### config.mk
export PLATFORM = sky130hd
export DESIGN_NAME = msg_arbiter_flat
export DESIGN_NICKNAME = d
export VERILOG_FILES = /design/src/rtl/msg_arbiter_if.sv /design/src/rtl/msg_arbiter.sv /design/src/flat_wrapper.sv
export SDC_FILE = /design/constraint.sdc
export NUM_CORES = 1
export LEC_CHECK = 0
export ABC_AREA = 1
export ABC_CLOCK_PERIOD_IN_PS = 3600
export BUFFER_PORTS_ARGS = -buffer_cell sky130_fd_sc_hd__buf_2
export CORE_MARGIN = 1.5
export CORE_UTILIZATION = 53
export CTS_BUF_LIST = sky130_fd_sc_hd__clkbuf_8 sky130_fd_sc_hd__clkbuf_16
export DETAILED_ROUTE_END_ITERATION = 10
export HOLD_SLACK_MARGIN = 0.03
export PLACE_DENSITY = 0.79
export SLEW_MARGIN = 10
export SYNTH_ARGS = -nofsm -noshare
export SYNTH_HDL_FRONTEND = slang
export SYNTH_SLANG_ARGS = --single-unit
### constraint.sdc
create_clock -name sys_clk -period 3.6 [get_ports sys_clk]
set_input_delay 0 -clock sys_clk [delete_from_list [all_inputs] [get_ports sys_clk]]
set_output_delay 0 -clock sys_clk [all_outputs]
set_load 0.02 [all_outputs]
### src/rtl/msg_arbiter_if.sv
// msg_arbiter_if: groups the per-channel request/read buses and the byte
// transmitter handshake of msg_arbiter into one bundle.
//   master : the arbiter side (drives read strobes and the tx byte stream)
//   slave  : the environment side (channels and host transmitter)
interface msg_arbiter_if #(
  parameter int N_CH = 5
);
  logic [N_CH-1:0]   have_msg_bus;
  logic [8*N_CH-1:0] len_bus;
  logic [8*N_CH-1:0] slave_data_bus;
  logic [N_CH-1:0]   rdreq_bus;
  logic [7:0]        tx_data;
  logic              tx_valid;
  logic              tx_ready;
  logic              busy;

  modport master (
    input  have_msg_bus, len_bus, slave_data_bus, tx_ready,
    output rdreq_bus, tx_data, tx_valid, busy
  );

  modport slave (
    output have_msg_bus, len_bus, slave_data_bus, tx_ready,
    input  rdreq_bus, tx_data, tx_valid, busy
  );
endinterface

### src/rtl/msg_arbiter.sv
// msg_arbiter: round-robin arbiter that packs one channel's pending message
// into a byte packet SOP, ADDR, LEN, DATA... for a host transmitter. Data is
// pulled from per-channel non-show-ahead FIFOs (data valid one cycle after
// the read strobe).
// Optional feature: define MSG_CSUM_EN to append an XOR checksum byte over
// ADDR, LEN and the data bytes.
module msg_arbiter #(
  parameter int         N_CH = 5,
  parameter logic [7:0] SOP  = 8'hA5
) (
  input logic           sys_clk,
  input logic           rst,
  msg_arbiter_if.master bus
);

  localparam int IW = (N_CH > 1) ? $clog2(N_CH) : 1;

`ifdef MSG_CSUM_EN
  typedef enum logic [2:0] {
    IDLE = 3'd0, SOP_B = 3'd1, ADDR_B = 3'd2, LEN_B = 3'd3,
    FETCH = 3'd4, CAPT = 3'd5, DATA_B = 3'd6, CSUM_B = 3'd7
  } state_e;
`else
  typedef enum logic [2:0] {
    IDLE = 3'd0, SOP_B = 3'd1, ADDR_B = 3'd2, LEN_B = 3'd3,
    FETCH = 3'd4, CAPT = 3'd5, DATA_B = 3'd6
  } state_e;
`endif

  state_e            state_q, state_d;
  logic [IW-1:0]     grant_q, grant_d;
  logic [IW-1:0]     last_grant_q, last_grant_d;
  logic [7:0]        cnt_q, cnt_d;          // latched length, then bytes left
  logic [7:0]        tx_data_q, tx_data_d;
  logic              tx_valid_q, tx_valid_d;
  logic              busy_q, busy_d;
  logic [N_CH-1:0]   rdreq_q, rdreq_d;
`ifdef MSG_CSUM_EN
  logic [7:0]        csum_q, csum_d;
`endif

  logic [N_CH-1:0]   eligible_s;
  logic              pick_found_s;
  logic [IW-1:0]     pick_idx_s;
  logic [7:0]        pick_len_s;
  logic [7:0]        sel_data_s;

  // Channel index at round-robin offset 'off' after 'base', modulo N_CH.
  function automatic logic [IW-1:0] rr_idx(input logic [IW-1:0] base, input int off);
    int c;
    c = int'(base) + 1 + off;
    if (c >= N_CH) begin
      c = c - N_CH;
    end else begin
      c = c + 0;
    end
    return IW'(c);
  endfunction

  // Eligibility, round-robin pick and per-channel mux selects.
  always_comb begin
    eligible_s = '0;
    pick_idx_s = '0;
    pick_len_s = 8'h00;
    sel_data_s = 8'h00;
    for (int k = 0; k < N_CH; k++) begin
      eligible_s[k] = bus.have_msg_bus[k] & (bus.len_bus[8*k +: 8] != 8'h00);
    end
    // Walk offsets high to low so the nearest eligible channel wins last.
    for (int i = N_CH - 1; i >= 0; i--) begin
      pick_idx_s = eligible_s[rr_idx(last_grant_q, i)] ? rr_idx(last_grant_q, i) : pick_idx_s;
    end
    pick_found_s = |eligible_s;
    for (int k = 0; k < N_CH; k++) begin
      pick_len_s = pick_len_s | ({8{pick_idx_s == IW'(k)}} & bus.len_bus[8*k +: 8]);
      sel_data_s = sel_data_s | ({8{grant_q == IW'(k)}} & bus.slave_data_bus[8*k +: 8]);
    end
  end

  // Next-state, byte sequencing and next values of the registered outputs.
  always_comb begin
    state_d      = state_q;
    grant_d      = grant_q;
    last_grant_d = last_grant_q;
    cnt_d        = cnt_q;
    tx_data_d    = tx_data_q;
`ifdef MSG_CSUM_EN
    csum_d       = csum_q;
`endif
    case (state_q)
      IDLE: begin
        if (pick_found_s) begin
          grant_d   = pick_idx_s;
          cnt_d     = pick_len_s;
          tx_data_d = SOP;
`ifdef MSG_CSUM_EN
          csum_d    = 8'(pick_idx_s) ^ pick_len_s;
`endif
          state_d   = SOP_B;
        end else begin
          state_d   = IDLE;
        end
      end
      SOP_B: begin
        if (bus.tx_ready) begin
          tx_data_d = 8'(grant_q);
          state_d   = ADDR_B;
        end else begin
          state_d   = SOP_B;
        end
      end
      ADDR_B: begin
        if (bus.tx_ready) begin
          tx_data_d = cnt_q;
          state_d   = LEN_B;
        end else begin
          state_d   = ADDR_B;
        end
      end
      LEN_B: begin
        if (bus.tx_ready) begin
          state_d = FETCH;
        end else begin
          state_d = LEN_B;
        end
      end
      FETCH: begin
        state_d = CAPT;
      end
      CAPT: begin
        tx_data_d = sel_data_s;
`ifdef MSG_CSUM_EN
        csum_d    = csum_q ^ sel_data_s;
`endif
        state_d   = DATA_B;
      end
      DATA_B: begin
        if (bus.tx_ready) begin
          cnt_d = cnt_q - 8'd1;
          if (cnt_q == 8'd1) begin
`ifdef MSG_CSUM_EN
            tx_data_d    = csum_q;
            state_d      = CSUM_B;
`else
            last_grant_d = grant_q;
            state_d      = IDLE;
`endif
          end else begin
            state_d = FETCH;
          end
        end else begin
          state_d = DATA_B;
        end
      end
`ifdef MSG_CSUM_EN
      CSUM_B: begin
        if (bus.tx_ready) begin
          last_grant_d = grant_q;
          state_d      = IDLE;
        end else begin
          state_d      = CSUM_B;
        end
      end
`endif
      default: begin
        state_d = IDLE;
      end
    endcase

    // Outputs are registered from the next state so they line up with it.
    tx_valid_d = (state_d == SOP_B) || (state_d == ADDR_B) ||
                 (state_d == LEN_B) || (state_d == DATA_B);
`ifdef MSG_CSUM_EN
    tx_valid_d = tx_valid_d || (state_d == CSUM_B);
`endif
    busy_d           = (state_d != IDLE);
    rdreq_d          = '0;
    rdreq_d[grant_d] = (state_d == FETCH);
  end

  // State and output registers with synchronous reset (aborts any packet).
  always_ff @(posedge sys_clk) begin
    if (rst) begin
      state_q      <= IDLE;
      grant_q      <= '0;
      last_grant_q <= IW'(N_CH - 1);
      cnt_q        <= 8'h00;
      tx_data_q    <= 8'h00;
      tx_valid_q   <= 1'b0;
      busy_q       <= 1'b0;
      rdreq_q      <= '0;
`ifdef MSG_CSUM_EN
      csum_q       <= 8'h00;
`endif
    end else begin
      state_q      <= state_d;
      grant_q      <= grant_d;
      last_grant_q <= last_grant_d;
      cnt_q        <= cnt_d;
      tx_data_q    <= tx_data_d;
      tx_valid_q   <= tx_valid_d;
      busy_q       <= busy_d;
      rdreq_q      <= rdreq_d;
`ifdef MSG_CSUM_EN
      csum_q       <= csum_d;
`endif
    end
  end

  assign bus.tx_data   = tx_data_q;
  assign bus.tx_valid  = tx_valid_q;
  assign bus.busy      = busy_q;
  assign bus.rdreq_bus = rdreq_q;

endmodule

### src/flat_wrapper.sv
// flat-port wrapper written by rule: the top's interface ports become plain ports
module msg_arbiter_flat 
#(
  parameter int         N_CH = 5,
  parameter logic [7:0] SOP  = 8'hA5
)
  (sys_clk, rst, bus_have_msg_bus, bus_len_bus, bus_slave_data_bus, bus_tx_ready, bus_rdreq_bus, bus_tx_data, bus_tx_valid, bus_busy);
  msg_arbiter_if #(.N_CH(N_CH)) bus_i ();
  input logic sys_clk;
  input logic rst;
  input wire logic [$bits(bus_i.have_msg_bus)-1:0] bus_have_msg_bus;
  input wire logic [$bits(bus_i.len_bus)-1:0] bus_len_bus;
  input wire logic [$bits(bus_i.slave_data_bus)-1:0] bus_slave_data_bus;
  input wire logic [$bits(bus_i.tx_ready)-1:0] bus_tx_ready;
  output wire logic [$bits(bus_i.rdreq_bus)-1:0] bus_rdreq_bus;
  output wire logic [$bits(bus_i.tx_data)-1:0] bus_tx_data;
  output wire logic [$bits(bus_i.tx_valid)-1:0] bus_tx_valid;
  output wire logic [$bits(bus_i.busy)-1:0] bus_busy;
  assign bus_i.have_msg_bus = bus_have_msg_bus;
  assign bus_i.len_bus = bus_len_bus;
  assign bus_i.slave_data_bus = bus_slave_data_bus;
  assign bus_i.tx_ready = bus_tx_ready;
  assign bus_rdreq_bus = bus_i.rdreq_bus;
  assign bus_tx_data = bus_i.tx_data;
  assign bus_tx_valid = bus_i.tx_valid;
  assign bus_busy = bus_i.busy;
  msg_arbiter #(.N_CH(N_CH), .SOP(SOP)) u_core (.sys_clk(sys_clk), .rst(rst), .bus(bus_i));
endmodule
==> flow_summary.json, run 1 <==
{
  "status": "finished clean",
  "clockRootBuffer": "clkbuf_8",
  "cp_slowest_cell": "ha_1",
  "via_per_inst": 5.43,
  "crit_path_frequent_cell": "nand2_1",
  "dp_hpwl_um": 8220,
  "cts.sinks": 32,
  "fin_util": 0.666,
  "avgSynthCellArea_um2": 5.91,
  "synth-seq-cells": 32,
  "dr.pass1.iters": 5,
  "cts_tree": "yes",
  "synth_edf_count": 0,
  "synth_area_mm2": 0.00352,
  "place_area_mm2": 0.00407,
  "end_kind": "flop",
  "row_count": 29,
  "finalHoldViolations": 0,
  "ctsHoldBuffers": 0,
  "pre_cts_ws_ps": 122,
  "synth_cell_types": 47,
  "post-route-period-util": 0.921,
  "overflow": 0,
  "cap_violations": 0,
  "synth_fp_nets": 693,
  "fmax_mhz": 302,
  "grt_pass1_vias": 3951,
  "synthXorXnorAreaFrac": 0.00747,
  "required_ps": 3820,
  "synthMuxAreaShare": 0,
  "top_layer": "met4",
  "fin_crit_ps": 3320,
  "synth-async-reset-ratio": 0,
  "drt_iter0_drc": 200,
  "clkTransAtPathRegs_ps": 70,
  "setup_ws_ps": 285,
  "drive_above_1_share": 0.272,
  "numCtsBuffers": 5,
  "setup_tns_ps": 0,
  "fin_area_mm2": 0.00425,
  "gr-usage-all-layers": 0.286,
  "hold_path.class": "input pin to flop",
  "clk_latency_ps": 290,
  "slew_viol_final": 0,
  "antenna_found_initial": 0,
  "synth-adder-area-share": 0.0356,
  "max_stage_delay_ps": 360,
  "synth_top_family_by_area": "simple AND/OR/NAND/NOR gates",
  "die_x_um": 84.4,
  "diodes": 0,
  "yosys.area_share.simple": 0.441,
  "finalPower_mw": 1.22,
  "die_area_mm2": 0.00713,
  "start_util": 0.551,
  "cp.arrival_ps": 3540,
  "dpl.cell_count": 768,
  "port_buffers": 102,
  "vdd_ir_drop_max_mv": 0.348,
  "grt_pass1_wl_um": 17100,
  "syn_inst": 595,
  "yosysWarningCount": 0,
  "ios": 103,
  "clock_path_buffers": 2,
  "whs_ps": 78.5,
  "grt_start_max_net_pins": 17,
  "relSlewSlack": 0.251,
  "area_delta_synth_final_pct": 21.0,
  "leakage_nw": 2.20,
  "drc": 0,
  "power_density_mw_per_mm2": 286,
  "routedWlPerCell_um": 13.2,
  "crit_fanout": 12,
  "wirelength_met1_um": 4450,
  "tightest_slew_ps": 1120,
  "vias": 4236,
  "wl_met3_um": 629,
  "yosysSeqAreaShare": 0.182,
  "met2_length_um": 4990,
  "nets": 800,
  "gp_congestion": 1.04,
  "routed_wl_um": 10300,
  "fin_skew_ps": 6.70,
  "die_h_um": 84.4,
  "ant_nets": 0,
  "worstSetupStartpointType": "flop",
  "synth_compound_area_frac": 0.219,
  "path_class": "flop to flop",
  "cts_max_level": 2,
  "core_area_mm2": 0.00639,
  "finalSetupViolCount": 0,
  "synth_ff_type": "dfxtp_1",
  "finalNonFillerCells": 780
}
==> layout by cell type (no fill, tap or decap), drive strengths merged <==
| cell | count |
|---|---|
| buf | 110 |
| a221oi | 7 |
| o22ai | 1 |
| o21bai | 1 |
| clkinv | 1 |
| o21a | 2 |
| o22a | 1 |
| or2 | 1 |
| nor4 | 2 |
| nand4 | 6 |
| inv | 84 |
| xor2 | 2 |
| a21o | 1 |
| nand2 | 165 |
| o21ai | 47 |
| xnor2 | 1 |
| nand3b | 2 |
| a31oi | 5 |
| a21oi | 51 |
| dfxtp | 32 |
| clkbuf | 5 |
| clkinvlp | 1 |
| o211ai | 4 |
| nand3 | 64 |
| bufinv | 1 |
| nor2 | 85 |
| nor3 | 8 |
| a211oi | 2 |
| a2111oi | 1 |
| ha | 10 |
==> per-layer routing <==
metal / vias up / GRT usage
met5: - / 0
met4: 0 / 0.0836
met3: 22 / 0.0403
met2: 155 / 0.517
met1: 1892 / 0.353
li1: 2167 / -
==> timing repair <==
action | in CTS | in global routing
setup buffers | 0 | 3
gates resized for setup | 0 | 10
endpoints found under the setup margin | 0 | 14
==> flip-flops by register name (all words and copies together), names as in the netlist <==
register	flops
u_core.bus.tx_valid	1
u_core.grant_q	3
u_core.bus.tx_data	8
u_core.last_grant_q	3
u_core.bus.busy	1
u_core.cnt_q	8
u_core.state_q	3
u_core.bus.rdreq_bus	5
==> cells by family after synthesis <==
group                      count (synthesis)
and+or+nand+nor                          332
AOI/OAI and AO/OA                        123
xor gates and xnor gates                   3
buffers and inverters                     95
DFF                                       32
adders and majority gates                 10
==> layout make-up <==
cell class,instances,area [um^2]
timing repair buffer,110,571
sequential,32,642
tap,77,96.3
clock inverter,3,46.3
clock buffer,5,68.8
inverter,84,320
fill,593,2130
multi-input combinational,469,2510
==> power by group <==
group	internal [mW]	total (mW)	switching, mW
Sequential	0.391	0.426	0.0347
Combinational	0.165	0.438	0.273
Clock	0.208	0.355	0.146
==> Yosys cell counts, types with 8 or more instances <==
| cell | n | area, um^2 |
|---|---|---|
| a21oi_1 | 42 | 210 |
| dfxtp_1 | 32 | 641 |
| ha_1 | 10 | 125 |
| inv_1 | 72 | 270 |
| inv_2 | 9 | 33.8 |
| nand2_1 | 140 | 526 |
| nand2_2 | 20 | 125 |
| nand3_1 | 56 | 280 |
| nor2_1 | 82 | 308 |
| nor3_1 | 8 | 40.0 |
| o21ai_0 | 29 | 145 |
| o21ai_1 | 12 | 60.1 |
==> worst paths after layout <==
| kind | start | to | slack (ps) | depth (start not counted) |
|---|---|---|---|---|
| worst max-delay path | u_core.last_grant_q[0] | u_core.cnt_q[2] | 280 | 25 |
| worst min-delay path | rst | u_core.grant_q[1] | 80 | 2 |
| worst max register to register | u_core.last_grant_q[0] | u_core.cnt_q[2] | 280 | 25 |
| worst min register to register | u_core.cnt_q[0] | u_core.cnt_q[0] | 520 | 2 |
==> worst max-delay path: cells and delay by family, from the launching register on <==
family                     cells  cell delay (ps)
and+or+nand+nor               16             1230
AOI/OAI and AO/OA              3              510
buffers and inverters          5              790
adders and majority gates      1              360
DFF                            1              350
(Power assumes the default switching activity.)
==> run 2: changes to the inputs <==
--- a/config.mk
+++ b/config.mk
@@ -7,13 +7,13 @@
 export LEC_CHECK = 0
 export ABC_AREA = 1
 export ABC_CLOCK_PERIOD_IN_PS = 3600
-export BUFFER_PORTS_ARGS = -buffer_cell sky130_fd_sc_hd__buf_2
+export BUFFER_PORTS_ARGS = -buffer_cell sky130_fd_sc_hd__clkbuf_2
 export CORE_MARGIN = 1.5
 export CORE_UTILIZATION = 53
 export CTS_BUF_LIST = sky130_fd_sc_hd__clkbuf_8 sky130_fd_sc_hd__clkbuf_16
 export DETAILED_ROUTE_END_ITERATION = 10
 export HOLD_SLACK_MARGIN = 0.03
-export PLACE_DENSITY = 0.79
+export PLACE_DENSITY = 0.84
 export SLEW_MARGIN = 10
 export SYNTH_ARGS = -nofsm -noshare
 export SYNTH_HDL_FRONTEND = slang
==> run 2 against run 1 <==
Compared with the run above:
- sequential power about the same
- worst hold slack improved by 42 ps
- critical path depth decreased by 1
- design area about the same
- utilization about the same
- global-route usage increased by 0.44 points
- total power decreased by 5.1%
- fmax increased by 0.20%
- register-to-register slack about the same
- clock power decreased by 19%
==> flow_summary.json, run 2 (same netlist as run 1, synthesis figures left out) <==
{
  "status": "finished clean",
  "fin_skew_ps": 9.58,
  "slew_viol_final": 0,
  "nets": 798,
  "crit_fanout": 12,
  "drt_iter0_drc": 284,
  "regArea_um2": 643,
  "clk_latency_ps": 290,
  "port_buffers": 102,
  "drive_above_1_share": 0.271,
  "pre_cts_ws_ps": 68.9,
  "grt_pass1_wl_um": 17400,
  "path_cells": "buf_6 -> inv_2 -> buf_4 -> ha_1 -> nand3b_1 -> nand3_1 -> nand3_2 -> nand2_1 -> nand2_2 -> nand2_1 -> o21ai_1 -> nand2_1 -> nand2_1 -> nand2_2 -> nand2_1 -> a21oi_1 -> nand2_2 -> a21oi_4 -> nand2_1 -> nor2_1 -> nor2_1 -> nand2_1 -> nand2_1 -> a21oi_2",
  "power_density_mw_per_mm2": 272,
  "ctsHoldBuffers": 0,
  "cp.arrival_ps": 3540,
  "max_stage_delay_ps": 400,
  "tightest_slew_ps": 1080,
  "vdd_ir_drop_max_mv": 0.238,
  "start_util": 0.551,
  "routed_wl_um": 10500,
  "overflow": 0,
  "fmax_mhz": 302,
  "path_class": "flop to flop",
  "holdPathStages": 2,
  "die_x_um": 84.4,
  "routedWlPerCell_um": 13.5,
  "end_kind": "flop",
  "core_area_mm2": 0.00639,
  "post-route-period-util": 0.919,
  "diodes": 0,
  "path_buf_inv": 3,
  "crit_cells": 24,
  "fin_crit_ps": 3310,
  "finalPower_mw": 1.16,
  "required_ps": 3830,
  "antenna_found_initial": 0,
  "cap_violations": 0,
  "hold_path.class": "input pin to flop",
  "setup_ws_ps": 292,
  "cp_slowest_cell": "dfxtp_1",
  "cts_max_level": 2,
  "reg2reg_depth": 24,
  "drc": 0,
  "die_area_mm2": 0.00713,
  "clock_path_buffers": 2,
  "gr-usage-all-layers": 0.291,
  "fin_util": 0.666,
  "finalSetupViolCount": 0,
  "ios": 103,
  "crit_family": "simple AND/OR/NAND/NOR gates",
  "cts_tree": "yes",
  "worstSetupStartpointType": "flop",
  "via_per_inst": 5.54,
  "grt_pass1_vias": 3978,
  "num-fill-cells": 590,
  "clkTransAtPathRegs_ps": 70,
  "crit_path_frequent_cell": "nand2_1",
  "dp_hpwl_um": 8370,
  "vias": 4308,
  "row_count": 29,
  "leakage_nw": 2.18,
  "final_common_cell": "nand2_1",
  "numCtsBuffers": 5,
  "gp_congestion": 0.964,
  "relSlewSlack": 0.278,
  "cts.sinks": 32,
  "die_h_um": 84.4,
  "finalHoldViolations": 0,
  "ant_nets": 0,
  "final_cell_mix": "nand2_1, clkbuf_2, nor2_1",
  "area_delta_synth_final_pct": 20.9,
  "multi_input_area_mm2": 0.00254,
  "clockRootBuffer": "clkbuf_8",
  "dr.pass1.iters": 4,
  "grt_start_max_net_pins": 17
}
[run 2: cell types whose count changed in the layout (fill, tap and decap cells not counted), moves of 2 or more]
cell      before  now
nor2_4         1    3
buf_4          8    5
clkbuf_2       0  102
buf_2        102    0
ha_4           0    2
nand2_2       20   18
[run 2: per-stage QoR]
stage | cell area [um^2] | cells | hold WS, ps | TNS (ps)
finish | 4250 | 778 | 120 | 0
global route | 4250 | 778 | 134 | -24.7
CTS | 4160 | 775 | 114 | 0
detailed placement | 4070 | 767 | 416 | 0
global placement | 4070 | 767 | 400 | 0
floorplan | 3520 | 595 | 69.1 | 0
[run 2: layer usage]
| metal | wire length (um) | track usage |
|---|---|---|
| met4 | 308 | 0.122 |
| met2 | 4860 | 0.498 |
| met5 | 0 | 0 |
| met3 | 723 | 0.0324 |
| met1 | 4580 | 0.371 |
[run 2: final timing paths]
| path | end | start | slack (ps) |
|---|---|---|---|
| setup / recovery | u_core.cnt_q[4] | u_core.last_grant_q[0] | 290 |
| hold / removal | u_core.cnt_q[6] | rst | 120 |
| setup reg to reg | u_core.cnt_q[4] | u_core.last_grant_q[0] | 290 |
| hold reg to reg | u_core.cnt_q[0] | u_core.cnt_q[0] | 520 |
[run 2: report_power, final]
part	switching (mW)	internal [mW]	leakage, nW
Sequential	0.0366	0.391	0.263
Combinational	0.279	0.164	1.88
Clock	0.149	0.137	0.0404
Total	0.464	0.692	2.18
[run 2: timing repair]
| item | in CTS | in global routing |
|---|---|---|
| resized for setup | 0 | 16 |
| setup buffers | 0 | 2 |
| endpoints found under the setup margin | 0 | 15 |
| hold endpoints to repair | 0 | 0 |
[run 2: final cells by class]
type	count	area share
Clock buffer	5	0.0162
Sequential cell	32	0.151
Inverter	84	0.0753
Tap cell	77	0.0227
Clock inverter	3	0.00559
Timing Repair Buffer	108	0.132
Multi-Input combinational cell	469	0.597
==> run 3: changes to the inputs <==
--- a/config.mk
+++ b/config.mk
@@ -12,6 +12,7 @@
 export CORE_UTILIZATION = 53
 export CTS_BUF_LIST = sky130_fd_sc_hd__clkbuf_8 sky130_fd_sc_hd__clkbuf_16
 export DETAILED_ROUTE_END_ITERATION = 10
+export GPL_ROUTABILITY_DRIVEN = 0
 export HOLD_SLACK_MARGIN = 0.03
 export PLACE_DENSITY = 0.84
 export SLEW_MARGIN = 10
==> constraint.sdc (replaced) <==
create_clock -name sys_clk -period 3.6 [get_ports sys_clk]
set_input_delay 0 -clock sys_clk [delete_from_list [all_inputs] [get_ports sys_clk]]
set_output_delay 0 -clock sys_clk [all_outputs]
set_load 0.05 [all_outputs]
==> run 3 against run 2 <==
Compared with the run above:
- sequential share of layout area barely moved
- wire length shrank 1.3%
- design area down 0.38%
- worst setup slack improved by 4.7 ps
- critical endpoint is now u_core.cnt_q[3]
==> flow_summary.json, run 3 (same netlist as run 1, synthesis figures left out) <==
{
  "drive_above_1_share": 0.271,
  "post-route-period-util": 0.918,
  "setup_ws_ps": 296,
  "nets": 798,
  "clockRootBuffer": "clkbuf_8",
  "dp_hpwl_um": 8330,
  "cts_max_level": 2,
  "status": "finished clean",
  "final_common_cell": "nand2_1",
  "cts_tree": "yes",
  "antenna_found_initial": 0,
  "row_count": 29,
  "die_area_mm2": 0.00713,
  "clk_latency_ps": 300,
  "clkTransAtPathRegs_ps": 70,
  "crit_fanout": 7,
  "ctsHoldBuffers": 0,
  "port_buffers": 102,
  "fin_util": 0.663,
  "fin_crit_ps": 3300,
  "setup_tns_ps": 0,
  "grt_pass1_wl_um": 16900,
  "drc": 0,
  "slew_viol_final": 0,
  "die_h_um": 84.4,
  "power_density_mw_per_mm2": 282,
  "ant_nets": 0,
  "core_area_mm2": 0.00639,
  "routed_wl_um": 10300,
  "pre_cts_ws_ps": 100,
  "area_delta_synth_final_pct": 20.5,
  "routedWlPerCell_um": 13.3,
  "cts.sinks": 32,
  "grt_pass1_vias": 3956,
  "worstSetupStartpointType": "flop",
  "drt_iter0_drc": 195,
  "vias": 4264,
  "end_kind": "flop",
  "grt_start_max_net_pins": 17,
  "cap_violations": 0,
  "dr.pass1.iters": 6,
  "clock_path_buffers": 2,
  "fmax_mhz": 303,
  "required_ps": 3830,
  "tightest_slew_ps": 1040,
  "via_per_inst": 5.48,
  "finalSetupViolCount": 0,
  "die_x_um": 84.4,
  "gr-usage-all-layers": 0.283,
  "overflow": 0,
  "final_cell_mix": "nand2_1, clkbuf_2, nor2_1",
  "fin_skew_ps": 4.57,
  "whs_ps": 109,
  "ios": 103,
  "diodes": 0,
  "hold_path.class": "input pin to flop",
  "vdd_ir_drop_max_mv": 0.290,
  "relSlewSlack": 0.302,
  "path_class": "flop to flop",
  "num-fill-cells": 598,
  "cp.arrival_ps": 3530,
  "numCtsBuffers": 5,
  "start_util": 0.551,
  "leakage_nw": 2.18,
  "finalHoldViolations": 0,
  "rsz0062_at_grt": "no"
}
[run 3: final cells by class]
type                    instances  area (um^2)  area share
well taps                      77         96.3      0.0227
flip-flops and latches         32          642       0.152
multi-input cells             469         2530       0.597
inverters                      84          320      0.0756
repair buffers                108          556       0.131
clock buffers                   5         68.8      0.0162
clock inverters                 3         23.8     0.00561
[run 3: power by group]
part           leakage (nW)  switching [mW]  internal [mW]
sequential            0.263          0.0356          0.391
clock                0.0404           0.148          0.137
combinational          1.88           0.317          0.163
total                  2.18           0.501          0.691
[run 3: critical path, stage by stage (launching register included)]
cell,delay [ps]
dfxtp_2,380
ha_2,230
inv_2,80
nand2_2,100
nand2_1,110
ha_1,310
inv_1,90
nand3_2,130
nand2_1,110
nand2_1,110
nand2_1,80
o21ai_0,80
nand2_1,70
nand2_1,70
nor3_1,140
nand3_1,100
nand3_1,110
nand2_2,110
a21oi_4,280
nand3_1,130
nand2_1,90
nor2_1,60
nand2_1,80
nand2_1,60
a21oi_2,120
[run 3: per-layer routing]
metal | track usage | part of all wire
met4 | 0.0997 | 0.024
met3 | 0.0315 | 0.072
met5 | 0 | 0
met1 | 0.347 | 0.42
met2 | 0.512 | 0.48
[run 3: what timing repair did]
action | in CTS | in global routing
endpoints found under the setup margin | 0 | 15
setup buffers | 0 | 1
gates resized for setup | 0 | 13
[run 3: per-stage QoR]
step / std cells / power (mW) / area, um^2
2_1_floorplan: 595 / 0.765 / 3520
3_3_place_gp: 768 / 0.892 / 4070
3_5_place_dp: 768 / 0.900 / 4070
4_1_cts: 776 / 1.18 / 4170
5_1_grt: 778 / 1.27 / 4240
6_report: 778 / 1.19 / 4240
[run 3: path summary, 6_finish.rpt]
path | from | to | slack, ps | cells after the start
setup / recovery | u_core.last_grant_q[1] | u_core.cnt_q[3] | 300 | 24
hold / removal | rst | u_core.cnt_q[6] | 110 | 2
setup reg to reg | u_core.last_grant_q[1] | u_core.cnt_q[3] | 300 | 24
hold reg to reg | u_core.cnt_q[0] | u_core.cnt_q[0] | 510 | 2
